--- src/rtl/mem_arbiter_if.sv ---
// Cache-side and memory-side signal bundle for the two-port memory arbiter.
// slave is the arbiter's view; master is the view of the caches and memory.
interface mem_arbiter_if;
    logic        i_read;
    logic [5:0]  i_address;
    logic [31:0] i_readdata;
    logic        i_busywait;

    logic        d_read;
    logic        d_write;
    logic [5:0]  d_address;
    logic [31:0] d_writedata;
    logic [31:0] d_readdata;
    logic        d_busywait;

    logic        mem_read;
    logic        mem_write;
    logic [5:0]  mem_address;
    logic [31:0] mem_writedata;
    logic [31:0] mem_readdata;
    logic        mem_busywait;

    modport slave (
        input  i_read, i_address,
        output i_readdata, i_busywait,
        input  d_read, d_write, d_address, d_writedata,
        output d_readdata, d_busywait,
        output mem_read, mem_write, mem_address, mem_writedata,
        input  mem_readdata, mem_busywait
    );

    modport master (
        output i_read, i_address,
        input  i_readdata, i_busywait,
        output d_read, d_write, d_address, d_writedata,
        input  d_readdata, d_busywait,
        input  mem_read, mem_write, mem_address, mem_writedata,
        output mem_readdata, mem_busywait
    );
endinterface

--- src/rtl/mem_arbiter.sv ---
// Serialises I-cache and D-cache block transfers onto one main memory.
// Define ARB_ROUND_ROBIN_EN for round-robin ties; default is D-over-I priority.
module mem_arbiter (
    input  logic          clk,
    input  logic          reset,
    mem_arbiter_if.slave  bus
);

    typedef enum logic [2:0] {
        IDLE,
        GRANT_I,
        GRANT_D,
        DONE_I,
        DONE_D
    } state_t;

    state_t      state;
    logic        seen_busy;
    logic        mem_read;
    logic        mem_write;
    logic [5:0]  mem_address;
    logic [31:0] mem_writedata;
    logic [31:0] i_readdata;
    logic [31:0] d_readdata;

    logic        i_req;
    logic        d_req;
    logic        pick_d;

    assign i_req = bus.i_read;
    assign d_req = bus.d_read | bus.d_write;

`ifdef ARB_ROUND_ROBIN_EN
    logic last_d;
    // On a tie the requester that was not served last wins.
    assign pick_d = d_req & (~i_req | ~last_d);
`else
    assign pick_d = d_req;
`endif

    always_ff @(posedge clk or posedge reset) begin
        if (reset) begin
            state         <= IDLE;
            seen_busy     <= 1'b0;
            mem_read      <= 1'b0;
            mem_write     <= 1'b0;
            mem_address   <= '0;
            mem_writedata <= '0;
            i_readdata    <= '0;
            d_readdata    <= '0;
`ifdef ARB_ROUND_ROBIN_EN
            last_d        <= 1'b0;
`endif
        end else begin
            unique case (state)
                IDLE: begin
                    if (pick_d) begin
                        state         <= GRANT_D;
                        // A write-back wins over a simultaneous (illegal) read.
                        mem_read      <= bus.d_read & ~bus.d_write;
                        mem_write     <= bus.d_write;
                        mem_address   <= bus.d_address;
                        mem_writedata <= bus.d_writedata;
                    end else if (i_req) begin
                        state         <= GRANT_I;
                        mem_read      <= 1'b1;
                        mem_write     <= 1'b0;
                        mem_address   <= bus.i_address;
                        mem_writedata <= '0;
                    end
                end
                GRANT_I, GRANT_D: begin
                    if (!seen_busy) begin
                        if (bus.mem_busywait) begin
                            seen_busy <= 1'b1;
                        end
                    end else if (!bus.mem_busywait) begin
                        seen_busy <= 1'b0;
                        mem_read  <= 1'b0;
                        mem_write <= 1'b0;
                        if (state == GRANT_I) begin
                            state      <= DONE_I;
                            i_readdata <= bus.mem_readdata;
`ifdef ARB_ROUND_ROBIN_EN
                            last_d     <= 1'b0;
`endif
                        end else begin
                            state <= DONE_D;
                            if (mem_read) begin
                                d_readdata <= bus.mem_readdata;
                            end
`ifdef ARB_ROUND_ROBIN_EN
                            last_d <= 1'b1;
`endif
                        end
                    end
                end
                DONE_I, DONE_D: begin
                    state <= IDLE;
                end
                default: begin
                    state <= IDLE;
                end
            endcase
        end
    end

    assign bus.mem_read      = mem_read;
    assign bus.mem_write     = mem_write;
    assign bus.mem_address   = mem_address;
    assign bus.mem_writedata = mem_writedata;
    assign bus.i_readdata    = i_readdata;
    assign bus.d_readdata    = d_readdata;

    assign bus.i_busywait = bus.i_read & (state != DONE_I);
    assign bus.d_busywait = d_req & (state != DONE_D);

endmodule

--- src/flat_wrapper.sv ---
// flat-port wrapper written by rule: the top's interface ports become plain ports
module mem_arbiter_flat 
  (clk, reset, bus_i_read, bus_i_address, bus_i_readdata, bus_i_busywait, bus_d_read, bus_d_write, bus_d_address, bus_d_writedata, bus_d_readdata, bus_d_busywait, bus_mem_read, bus_mem_write, bus_mem_address, bus_mem_writedata, bus_mem_readdata, bus_mem_busywait);
  mem_arbiter_if bus_i ();
  input  logic clk;
  input  logic reset;
  input wire logic [$bits(bus_i.i_read)-1:0] bus_i_read;
  input wire logic [$bits(bus_i.i_address)-1:0] bus_i_address;
  output wire logic [$bits(bus_i.i_readdata)-1:0] bus_i_readdata;
  output wire logic [$bits(bus_i.i_busywait)-1:0] bus_i_busywait;
  input wire logic [$bits(bus_i.d_read)-1:0] bus_d_read;
  input wire logic [$bits(bus_i.d_write)-1:0] bus_d_write;
  input wire logic [$bits(bus_i.d_address)-1:0] bus_d_address;
  input wire logic [$bits(bus_i.d_writedata)-1:0] bus_d_writedata;
  output wire logic [$bits(bus_i.d_readdata)-1:0] bus_d_readdata;
  output wire logic [$bits(bus_i.d_busywait)-1:0] bus_d_busywait;
  output wire logic [$bits(bus_i.mem_read)-1:0] bus_mem_read;
  output wire logic [$bits(bus_i.mem_write)-1:0] bus_mem_write;
  output wire logic [$bits(bus_i.mem_address)-1:0] bus_mem_address;
  output wire logic [$bits(bus_i.mem_writedata)-1:0] bus_mem_writedata;
  input wire logic [$bits(bus_i.mem_readdata)-1:0] bus_mem_readdata;
  input wire logic [$bits(bus_i.mem_busywait)-1:0] bus_mem_busywait;
  assign bus_i.i_read = bus_i_read;
  assign bus_i.i_address = bus_i_address;
  assign bus_i_readdata = bus_i.i_readdata;
  assign bus_i_busywait = bus_i.i_busywait;
  assign bus_i.d_read = bus_d_read;
  assign bus_i.d_write = bus_d_write;
  assign bus_i.d_address = bus_d_address;
  assign bus_i.d_writedata = bus_d_writedata;
  assign bus_d_readdata = bus_i.d_readdata;
  assign bus_d_busywait = bus_i.d_busywait;
  assign bus_mem_read = bus_i.mem_read;
  assign bus_mem_write = bus_i.mem_write;
  assign bus_mem_address = bus_i.mem_address;
  assign bus_mem_writedata = bus_i.mem_writedata;
  assign bus_i.mem_readdata = bus_mem_readdata;
  assign bus_i.mem_busywait = bus_mem_busywait;
  mem_arbiter u_core (.clk(clk), .reset(reset), .bus(bus_i));
endmodule
--- config.mk ---
export PLATFORM = sky130hd
export DESIGN_NAME = mem_arbiter_flat
export DESIGN_NICKNAME = d
export VERILOG_FILES = /design/src/rtl/mem_arbiter_if.sv /design/src/rtl/mem_arbiter.sv /design/src/flat_wrapper.sv
export SDC_FILE = /design/constraint.sdc
export NUM_CORES = 1
export LEC_CHECK = 0
export BUFFER_PORTS_ARGS = -buffer_cell sky130_fd_sc_hd__buf_2
export CELL_PAD_IN_SITES_DETAIL_PLACEMENT = 0
export CELL_PAD_IN_SITES_GLOBAL_PLACEMENT = 1
export CORE_ASPECT_RATIO = 1.25
export CORE_MARGIN = 1
export CORE_UTILIZATION = 39
export CTS_CLUSTER_SIZE = 16
export DETAILED_ROUTE_END_ITERATION = 6
export MAX_ROUTING_LAYER = met4
export PLACE_DENSITY = 0.85
export SKIP_CTS_REPAIR_TIMING = 1
export SLEW_MARGIN = 30
export SYNTH_ARGS = -nofsm -noshare
export SYNTH_HDL_FRONTEND = slang
export SYNTH_SLANG_ARGS = --single-unit
--- constraint.sdc ---
create_clock -name clk -period 8.5 [get_ports clk]
set_clock_uncertainty 0.1 [all_clocks]
set_input_delay 1.7 -clock clk [delete_from_list [all_inputs] [get_ports clk]]
set_output_delay 1.7 -clock clk [all_outputs]
set_load 0.1 [all_outputs]
# Yosys cells after proc, flatten, opt, wreduce, memory -nomap -nowiden
# Cells that the tools add are included.
classes:
  n_reduce_logical: 9
  n_eq_ne: 7
  bitwise: 7
  muxes: 19
ops:
  columns: ["op", "n"]
  rows:
  - ["two-way mux 32 bit", 2]
  - ["two-way mux 3 bit", 5]
  - ["two-way mux 6 bit", 2]
  - ["AND reduction 4 bit", 2]
  - ["two-way mux 1 bit", 7]
  - ["!= test 3 x 2 -> 1 bit (second input constant)", 2]
  - ["one-hot mux 3 bit (2 select lines)", 1]
  - ["AND reduction 5 bit", 1]
  - ["one-hot mux 1 bit (2 select lines)", 2]
  - ["nonzero test 2 bit", 2]
  - ["AND 1 bit", 3]
  - ["equality test 3 x 1 -> 1 bit (second input constant)", 1]
  - ["equality test 3 x 2 -> 1 bit (second input constant)", 1]
  - ["zero test 3 bit", 1]
  - ["!= test 3 bit (second input constant)", 1]
  - ["inverter 1 bit", 3]
  - ["AND reduction 3 bit", 1]
  - ["!= test 2 x 1 -> 1 bit (second input constant)", 1]
  - ["!= test 2 bit (second input constant)", 1]
  - ["AND reduction 2 bit", 1]
  - ["OR reduction 2 bit", 1]
  - ["OR 1 bit", 1]
totals:
  regBits: 108
  output_inout_bits: 106
  in_bits: 82
  word_cells: 50

# Logic depth before layout (Yosys ltp)
# Gate-level depths: netlist of the first run.
depth:
  depth_word: 5
  mapped_depth: 6
  ltp_nobuf: 4

# Least setup slack after synthesis of the first run
# OpenSTA, ideal clock, no wires.
synth_path:
  path_type: "input to output"
  from: "input port bus_d_write"
  to: "output port bus_d_busywait"
  required_ns: 6.700
  setup_slack_ns: 3.438
  t_arrival_ns: 3.262
  n_path_buf: 0
  path_stages: 2
  cell_sequence: "nor2_2 -> a21oi_1"
synth_between:
  elab_chain_cells: 2
synth_lines:
  columns: ["element", "line_no", "text"]
  rows:
  - ["start, declared", "flat_wrapper.sv:12", "input wire logic [$bits(bus_i.d_write)-1:0] bus_d_write;"]
  - ["OR 1 bit", "mem_arbiter.sv:31", "assign d_req = bus.d_read | bus.d_write;"]
  - ["AND 1 bit", "mem_arbiter.sv:116", "assign bus.d_busywait = d_req & (state != DONE_D);"]
  - ["end, declared", "flat_wrapper.sv:16", "output wire logic [$bits(bus_i.d_busywait)-1:0] bus_d_busywait;"]
# No other way between the ends.

# Final worst setup path of the first run
# Ends and elaborated chain as after synthesis.

==> run_results.csv, run 1 <==
group,metric,value,unit
placement,dp_slack,3.92,ns
route,vias,2901,
floorplan,ios,188,
timing,fin_crit_sh,53.7,%
job,cap_violations,0,
timing,hold_viol,0,
outcome,status,"complete, no violations",
timing,tightest_slew,0.903,ns
worst_setup_path,critPathLaunchType,"input port",
timing,relSlewSlack,39.7,%
hold_path,hp-class,"reg2reg",
synthesis,syn_inst,269,
route,wire_per_inst,15.2,µm
hold_path,hold_depth,2,
grt,grt_use_met3,5.68,%
worst_setup_path,path_delay_family,"simple AND/OR/NAND/NOR gates",
worst_setup_path,worst-path-buf-inv,2,
cts,numCtsBuffers,9,
grt,grt_util_met2,26.3,%
placement,dpl.hpwl,6410,µm
synthesis,synth_common_cells,"108 x dfrtp_1, 63 x mux2_2, 33 x a22o_1",
timing,slew_violations,0,
worst_setup_path,crit_chain,"buf_2, nor2_2, a21oi_1, buf_2",
timing,finalSetupTns,0,ns
floorplan,rows,41,
final_layout,multi_input_area,0.00132,mm²
timing,fmax,219,MHz
route,post-route-drc-count,0,
floorplan,initial_core_util,40.5,%
grt,grt_max_degree,60,
synthesis,synth.area.top_cells,"dfrtp_1 65%, mux2_2 17%, a22o_1 7.0%",
grt,first_global_vias,2891,
cts,worstSkewPairLatency,0.34,ns
route,ant_nets,0,
worst_setup_path,cp.depth,4,
timing,layout_min_cycle_time,4.56,ns
placement,io_buffers,187,
synthesis,synthMuxAreaShare,18.9,%
timing,setup_ws,3.94,ns
floorplan,fp.dieH,117,µm
worst_setup_path,crit_type,"in2out",
synthesis,ys_types,33,
grt,grt_pass1_wl,14100,µm
route,via_per_inst,4.95,
synthesis,synth-xor-area-share,0.212,%
final_layout,num-fill-cells,896,
worst_setup_path,crit_top_cell,"buf_2",
synthesis,synth_top_area_share,65.4,%
cts,ctsHtreeMaxLevel,3,
synthesis,yosysSeqAreaShare,65.4,%
grt,grt_usage,17.5,%
route,drtPass1Iterations,4,
synthesis,yosys_register_bits,108,
worst_setup_path,worstRegToRegCells,3,
synthesis,avgSynthCellArea,15.4,µm²
cts,cts_tree,"yes",
synthesis,synthSimpleGateAreaFrac,3.15,%
synthesis,async_reset_ff_share,100,%
grt,top_usage_layer,"met2",
cts,cts_buffer_depth,2,
grt,antenna_found_initial,0,
synthesis,synth-compound-area-share,8.96,%
synthesis,synth.most_common_cell,"dfrtp_1",
synthesis,yosys_warnings,0,
final_layout,regArea,0.00270,mm²
final_layout,layout-drive-gt1-share,60.6,%
grt,grtUsageMet1,21.7,%
grt,overflow,0,
timing,setup_viol,0,
timing,holdWs,0.374,ns
synthesis,syn_area,0.00413,mm²
floorplan,core_area,0.0102,mm²
timing,rsz0062_at_grt,"no",
worst_setup_path,critPathCaptureType,"output pin",
cts,cts_sinks,108,
placement,gp_congestion,0.785,
worst_setup_path,worstPathArrival,2.76,ns
final_layout,antenna_cells,0,
route,drt-total-wl,8920,µm
route,drt_iter0_drc,70,
cts,cts-root-buf,"clkbuf_16",
cts,clk_pin_slew,0.07,ns
worst_setup_path,max_stage_delay,0.49,ns
worst_setup_path,required,6.70,ns
synthesis,synth_largest_area_cell,"dfrtp_1",
synthesis,synthAdderAreaFrac,0.272,%
synthesis,synth_top_family_by_area,"multiplexers",
synthesis,synth_edf_count,0,
synthesis,synthFlopType,"dfrtp_1",
final_layout,layout.nets,534,
final_layout,area_delta_synth_final,31.5,%
floorplan,die_area,0.0110,mm²
worst_setup_path,worstPathMaxFanout,9,
floorplan,die_w,94.1,µm
synthesis,syn_nets,351,
worst_setup_path,cp_slowest_cell,"nor2_2",
cell families (layout without fill, tap and decap cells):
logic type	Yosys count	in the layout
flops	108	108
xor+xnor	1	1
compound gates	46	46
fa+ha+maj	1	1
buf+inv	21	209
simple gates	22	22
mux	70	70
layout by cell type, fill, tap and decap left out, types with 2 or more instances in the layout:
cell type,count
a21oi_1,2
a22o_1,33
buf_2,187
buf_4,2
clkbuf_16,9
clkinvlp_4,4
dfrtp_1,108
inv_1,3
mux2_2,63
mux2i_1,6
nand2_1,6
nor2_1,2
o21ai_0,6
final timing paths:
kind / start / slack, ns / endpoint
min in group asynchronous: reset / 1.32 / u_core.bus.mem_writedata[0]
worst min register to register: u_core.bus.mem_address[3] / 0.37 / u_core.bus.mem_address[3]
worst max register to register: u_core.state[1] / 6.31 / u_core.bus.i_readdata[20]
worst min-delay path: u_core.bus.mem_address[3] / 0.37 / u_core.bus.mem_address[3]
max in group asynchronous: reset / 5.78 / u_core.bus.mem_writedata[31]
worst max-delay path: bus_d_write / 3.94 / bus_d_busywait
state kept, by name (all words and copies together), names as in the netlist:
| signal | flops |
|---|---|
| u_core.state | 3 |
| u_core.bus.mem_write | 1 |
| u_core.bus.d_readdata | 32 |
| u_core.bus.mem_read | 1 |
| u_core.seen_busy | 1 |
| u_core.bus.mem_writedata | 32 |
| u_core.bus.mem_address | 6 |
| u_core.bus.i_readdata | 32 |
per-stage QoR:
stage | util (%) | instance area, µm² | cells
final | 53.2 | 5430 | 586
after global routing | 53.2 | 5430 | 586
after CTS | 53.2 | 5430 | 586
after detailed placement | 50.5 | 5150 | 570
after global placement | 50.4 | 5150 | 570
after floorplan | - | 4130 | 269
worst reg2reg max path, cell delays in order (launching register included):
cell     delay [ns]
dfrtp_1        0.51
nor2_1         0.18
nand3_2        0.70
mux2_2         0.58
per-layer routing:
layer	share of wire (%)	wire [µm]
met5	0	0
met4	1.5	137
met3	9.1	810
met2	46	4130
met1	43	3840
cell type report:
| type | instances | area share, % |
|---|---|---|
| clock inverter | 7 | 0.967 |
| timing repair buffer | 189 | 17.5 |
| tap | 129 | 2.97 |
| sequential | 108 | 49.7 |
| multi-input combinational | 140 | 24.3 |
| inverter | 4 | 0.322 |
| clock buffer | 9 | 4.15 |
Power of run 1 is left out: the tool's default activity adds up to more than one toggle a clock period on the data nets, which glitch-free logic cannot reach.
==> run 2: changes to the inputs <==
--- a/config.mk
+++ b/config.mk
@@ -10,11 +10,11 @@
 export CELL_PAD_IN_SITES_GLOBAL_PLACEMENT = 1
 export CORE_ASPECT_RATIO = 1.25
 export CORE_MARGIN = 1
-export CORE_UTILIZATION = 39
+export CORE_UTILIZATION = 33
 export CTS_CLUSTER_SIZE = 16
 export DETAILED_ROUTE_END_ITERATION = 6
 export MAX_ROUTING_LAYER = met4
-export PLACE_DENSITY = 0.85
+export PLACE_DENSITY = 0.77
 export SKIP_CTS_REPAIR_TIMING = 1
 export SLEW_MARGIN = 30
 export SYNTH_ARGS = -nofsm -noshare
==> constraint.sdc (replaced) <==
create_clock -name clk -period 3.85 [get_ports clk]
set_clock_uncertainty 0.1 [all_clocks]
set_input_delay 0.77 -clock clk [delete_from_list [all_inputs] [get_ports clk]]
set_output_delay 0.77 -clock clk [all_outputs]
set_load 0.1 [all_outputs]
==> run_results.csv, run 2 (same netlist as run 1, synthesis figures left out) <==
group,metric,value,unit
placement,place_area,0.00521,mm²
grt,first_global_vias,2805,
cts,ctsHtreeMaxLevel,3,
route,wire_per_inst,14.3,µm
floorplan,ios,188,
floorplan,die_w,102,µm
placement,gp_congestion,0.728,
timing,slew_violations,0,
worst_setup_path,worstRegToRegCells,4,
floorplan,die_area,0.0130,mm²
grt,grt_pass1_wl,13800,µm
route,drt-total-wl,8900,µm
cts,clk_pin_slew,0.07,ns
job,cap_violations,0,
cts,cts-root-buf,"clkbuf_16",
floorplan,fp.dieH,127,µm
timing,layout_min_cycle_time,2.59,ns
floorplan,rows,45,
final_layout,antenna_cells,0,
cts,cts_tree,"yes",
route,drt_iter0_drc,88,
route,post-route-drc-count,0,
final_layout,num-fill-cells,1148,
final_layout,area_delta_synth_final,33.8,%
worst_setup_path,worstPathMaxFanout,9,
timing,hold_viol,0,
cts,cts_sinks,108,
timing,setup_viol,0,
timing,holdWs,0.375,ns
cts,worstSkewPairLatency,0.34,ns
final_layout,final_cell_mix,"187 x buf_2, 108 x dfrtp_1, 63 x mux2_2",
grt,overflow,0,
timing,relSlewSlack,48.5,%
cts,numCtsBuffers,9,
placement,dpl.hpwl,6470,µm
worst_setup_path,critPathCaptureType,"output pin",
route,via_per_inst,4.61,
final_layout,layout-drive-gt1-share,60.7,%
timing,rsz0062_at_grt,"no",
final_layout,layout.nets,537,
hold_path,hold_depth,2,
placement,io_buffers,187,
cts,cts_buffer_depth,2,
timing,fin_crit_sh,67.2,%
worst_setup_path,worstPathArrival,1.72,ns
grt,grt_usage,14.3,%
grt,antenna_found_initial,0,
final_layout,finalInstanceArea,0.00553,mm²
final_layout,layout_commonest_cell,"buf_2",
floorplan,initial_core_util,34.0,%
timing,finalSetupTns,0,ns
worst_setup_path,required,2.98,ns
worst_setup_path,crit_type,"in2out",
grt,grt_max_degree,57,
route,vias,2878,
route,ant_nets,0,
timing,fmax,386,MHz
hold_path,hp-class,"reg2reg",
floorplan,core_area,0.0122,mm²
final_layout,largest_registers,"u_core.bus.d_readdata (32), u_core.bus.i_readdata (32), u_core.bus.mem_writedata (32)",
timing,tightest_slew,0.770,ns
route,drtPass1Iterations,4,
worst_setup_path,critPathLaunchType,"input port",
outcome,status,"complete, no violations",
[run 2: area by class of cell]
class | instances | area [µm²] | share of cell area, %
sequential | 108 | 2700 | 48.9
multi-input combinational | 140 | 1310 | 23.7
timing repair buffer | 192 | 973 | 17.6
clock buffer | 12 | 267 | 4.82
tap | 164 | 205 | 3.71
clock inverter | 4 | 52.6 | 0.950
inverter | 4 | 17.5 | 0.317
[run 2: routing by layer]
metal | vias up | wire length, µm | track usage, %
met4 | 0 | 130 | 6.30
li1 | 1344 | - | -
met5 | - | 0 | -
met2 | 128 | 4190 | 22.1
met3 | 9 | 748 | 3.94
met1 | 1397 | 3820 | 17.2
[run 2: per-stage QoR]
step                std cells  utilization [%]  setup slack, ns
floorplan                 269                -            0.134
global placement          608             42.8             1.26
detailed placement        608             42.8             1.25
CTS                       624             45.5             1.25
global route              624             45.5             1.19
finish                    624             45.5             1.26
[run 2: critical path: stages]
cell,delay [ns]
buf_2,0.14
nor2_2,0.41
a21oi_1,0.08
buf_2,0.31
[run 2: path summary, 6_finish.rpt]
check,start,endpoint,slack (ns)
min in group asynchronous,reset,u_core.bus.i_readdata[15],0.44
max in group asynchronous,reset,u_core.bus.mem_address[1],2.35
min reg2reg,u_core.bus.mem_address[0],u_core.bus.mem_address[0],0.37
max reg2reg,u_core.state[2],u_core.bus.d_readdata[6],1.76
max,bus_d_write,bus_d_busywait,1.26
min,u_core.bus.mem_address[0],u_core.bus.mem_address[0],0.37
Power of run 2 is left out for the same reason.
==> run 3: changes to the inputs <==
--- a/config.mk
+++ b/config.mk
@@ -5,16 +5,17 @@
 export SDC_FILE = /design/constraint.sdc
 export NUM_CORES = 1
 export LEC_CHECK = 0
+export ABC_AREA = 1
 export BUFFER_PORTS_ARGS = -buffer_cell sky130_fd_sc_hd__buf_2
 export CELL_PAD_IN_SITES_DETAIL_PLACEMENT = 0
 export CELL_PAD_IN_SITES_GLOBAL_PLACEMENT = 1
 export CORE_ASPECT_RATIO = 1.25
 export CORE_MARGIN = 1
-export CORE_UTILIZATION = 33
+export CORE_UTILIZATION = 34
 export CTS_CLUSTER_SIZE = 16
 export DETAILED_ROUTE_END_ITERATION = 6
 export MAX_ROUTING_LAYER = met4
-export PLACE_DENSITY = 0.77
+export PLACE_DENSITY = 0.8
 export SKIP_CTS_REPAIR_TIMING = 1
 export SLEW_MARGIN = 30
 export SYNTH_ARGS = -nofsm -noshare
==> constraint.sdc (replaced) <==
create_clock -name clk -period 2.5 [get_ports clk]
set_clock_uncertainty 0.1 [all_clocks]
set_input_delay 0.5 -clock clk [delete_from_list [all_inputs] [get_ports clk]]
set_output_delay 0.5 -clock clk [all_outputs]
set_load 0.1 [all_outputs]
==> run_results.csv, run 3 <==
group,metric,value,unit
route,drt_iter0_drc,155,
cts,cts_sinks,108,
synthesis,yosysSeqAreaShare,60.4,%
outcome,status,"complete, no violations",
cts,cts_tree,"yes",
final_layout,area_delta_synth_final,30.5,%
worst_setup_path,required,1.90,ns
floorplan,initial_core_util,35.0,%
timing,finalSetupTns,0,ns
cts,cts-root-buf,"clkbuf_16",
floorplan,rows,46,
timing,setup_viol,0,
route,ant_nets,0,
route,via_per_inst,4.43,
timing,layout_min_cycle_time,2.08,ns
timing,hold_viol,0,
worst_setup_path,r2r-start,"u_core.state[1]",
final_layout,largest_registers,"u_core.bus.d_readdata (32), u_core.bus.i_readdata (32), u_core.bus.mem_writedata (32)",
route,drt-total-wl,11100,µm
synthesis,synth-compound-area-share,13.7,%
synthesis,synth.area.top_cells,"dfrtp_1 60%, nand2_1 12%, o21ai_0 7.7%",
final_layout,antenna_cells,0,
synthesis,syn_inst,493,
worst_setup_path,critPathCaptureType,"output pin",
placement,io_buffers,187,
cts,cts_buffer_depth,2,
timing,tightest_slew,0.703,ns
grt,antenna_found_initial,0,
route,post-route-drc-count,0,
synthesis,syn_area,0.00447,mm²
grt,overflow,0,
job,cap_violations,0,
worst_setup_path,crit_chain,"buf_2, nor2_2, a21oi_2, buf_2",
worst_setup_path,reg2reg_slack,0.64,ns
cts,worstSkewPairLatency,0.34,ns
worst_setup_path,critPathLaunchType,"input port",
floorplan,ios,188,
floorplan,die_w,105,µm
synthesis,synth_largest_area_cell,"dfrtp_1",
timing,relSlewSlack,53.0,%
final_layout,final_cell_mix,"187 x buf_2, 141 x nand2_1, 108 x dfrtp_1",
synthesis,synthMuxAreaShare,0,%
synthesis,yosys_register_bits,108,
route,wire_per_inst,13.1,µm
route,vias,3749,
timing,fin_crit_sh,83.1,%
timing,rsz0062_at_grt,"no",
synthesis,synth-xor-area-share,0,%
synthesis,avgSynthCellArea,9.07,µm²
grt,grt_pass1_wl,17800,µm
synthesis,synth_top_family_by_area,"simple AND/OR/NAND/NOR gates",
synthesis,synth_common_cells,"141 x nand2_1, 108 x dfrtp_1, 72 x inv_1",
timing,slew_violations,0,
synthesis,synthSimpleGateAreaFrac,16.2,%
synthesis,syn_nets,575,
synthesis,synth_edf_count,0,
grt,grt_usage,17.0,%
cts,clk_pin_slew,0.07,ns
worst_setup_path,crit_type,"in2out",
final_layout,layout_commonest_cell,"buf_2",
worst_setup_path,max_stage_delay,0.47,ns
timing,fmax,482,MHz
worst_setup_path,worstPathArrival,1.48,ns
floorplan,core_area,0.0128,mm²
hold_path,hp-class,"in2async",
floorplan,fp.dieH,130,µm
floorplan,die_area,0.0136,mm²
synthesis,ys_types,24,
synthesis,yosys_warnings,0,
final_layout,layout-drive-gt1-share,33.1,%
route,drtPass1Iterations,5,
placement,dpl.hpwl,7720,µm
synthesis,synth.most_common_cell,"nand2_1",
synthesis,async_reset_ff_share,100,%
worst_setup_path,worstReg2RegEnd,"u_core.state[1]",
worst_setup_path,worstPathMaxFanout,11,
worst_setup_path,worstRegToRegCells,5,
final_layout,layout.nets,756,
worst_setup_path,crit_top_cell,"buf_2",
synthesis,synthAdderAreaFrac,0,%
synthesis,synth_top_area_share,60.4,%
grt,grt_max_degree,109,
cts,ctsHtreeMaxLevel,3,
grt,first_global_vias,3584,
placement,gp_congestion,0.810,
synthesis,synthFlopType,"dfrtp_1",
cts,numCtsBuffers,9,
worst_setup_path,cp_slowest_cell,"nor2_2",
==> run 3: changes by cell type after synthesis, moves of 15 or more <==
cell / delta
nand2_1: +135
inv_1: +68
mux2_2: -63
o21ai_0: +63
o21ai_1: +35
a22o_1: -33
nor2_1: +15
==> run 3: area by class of cell <==
cell class,count,area [µm²]
fill,1320,6940
sequential,108,2700
multi-input combinational,288,1340
timing repair buffer,193,1000
inverter,74,282
clock buffer,12,267
tap,168,210
clock inverter,4,30.0
==> run 3: per-layer routing <==
| metal | share of wire (%) | up-vias | global-route usage, % |
|---|---|---|---|
| met4 | 0.70 | 0 | 4.97 |
| met2 | 46 | 158 | 27.0 |
| met3 | 7.7 | 5 | 4.45 |
| met1 | 45 | 1698 | 21.5 |
| met5 | 0 | - | - |
| li1 | - | 1888 | - |
==> run 3: how the worst max path moves through the flow <==
stage / start / slack (ns) / endpoint / cells after the start
floorplan: bus_d_write / 0.36 / bus_d_busywait / 3
global placement: u_core.state[0] / 0.42 / u_core.bus.mem_address[4] / 5
detailed placement: u_core.state[0] / 0.37 / u_core.bus.mem_address[2] / 5
CTS: u_core.state[0] / 0.37 / u_core.bus.mem_address[2] / 5
global route: bus_d_write / 0.33 / bus_d_busywait / 4
finish: bus_d_write / 0.42 / bus_d_busywait / 4
==> run 3: worst max-delay path, delay by kind of cell <==
family / cells / cell delay (ns)
buffers and inverters: 2 / 0.43
AO/OA/AOI/OAI: 1 / 0.06
AND/OR/NAND/NOR: 1 / 0.47
==> run 3: cells by family (layout without fill, tap and decap cells) <==
| kind of cell | Yosys count | after routing |
|---|---|---|
| buf+inv | 97 | 283 |
| flops | 108 | 108 |
| simple gates | 172 | 172 |
| compound gates | 116 | 116 |
==> run 3: stage by stage <==
stage               worst slack [ns]  hold WS [ns]  area, µm²  utilization (%)  cells
floorplan                      0.364         0.435       4490                -    493
global placement               0.415         0.356       5520             43.2    830
detailed placement             0.367         0.365       5520             43.2    830
CTS                            0.368         0.224       5820             45.6    846
global route                   0.332         0.226       5840             45.7    847
finish                         0.423         0.206       5840             45.7    847
Power of run 3 is left out for the same reason.
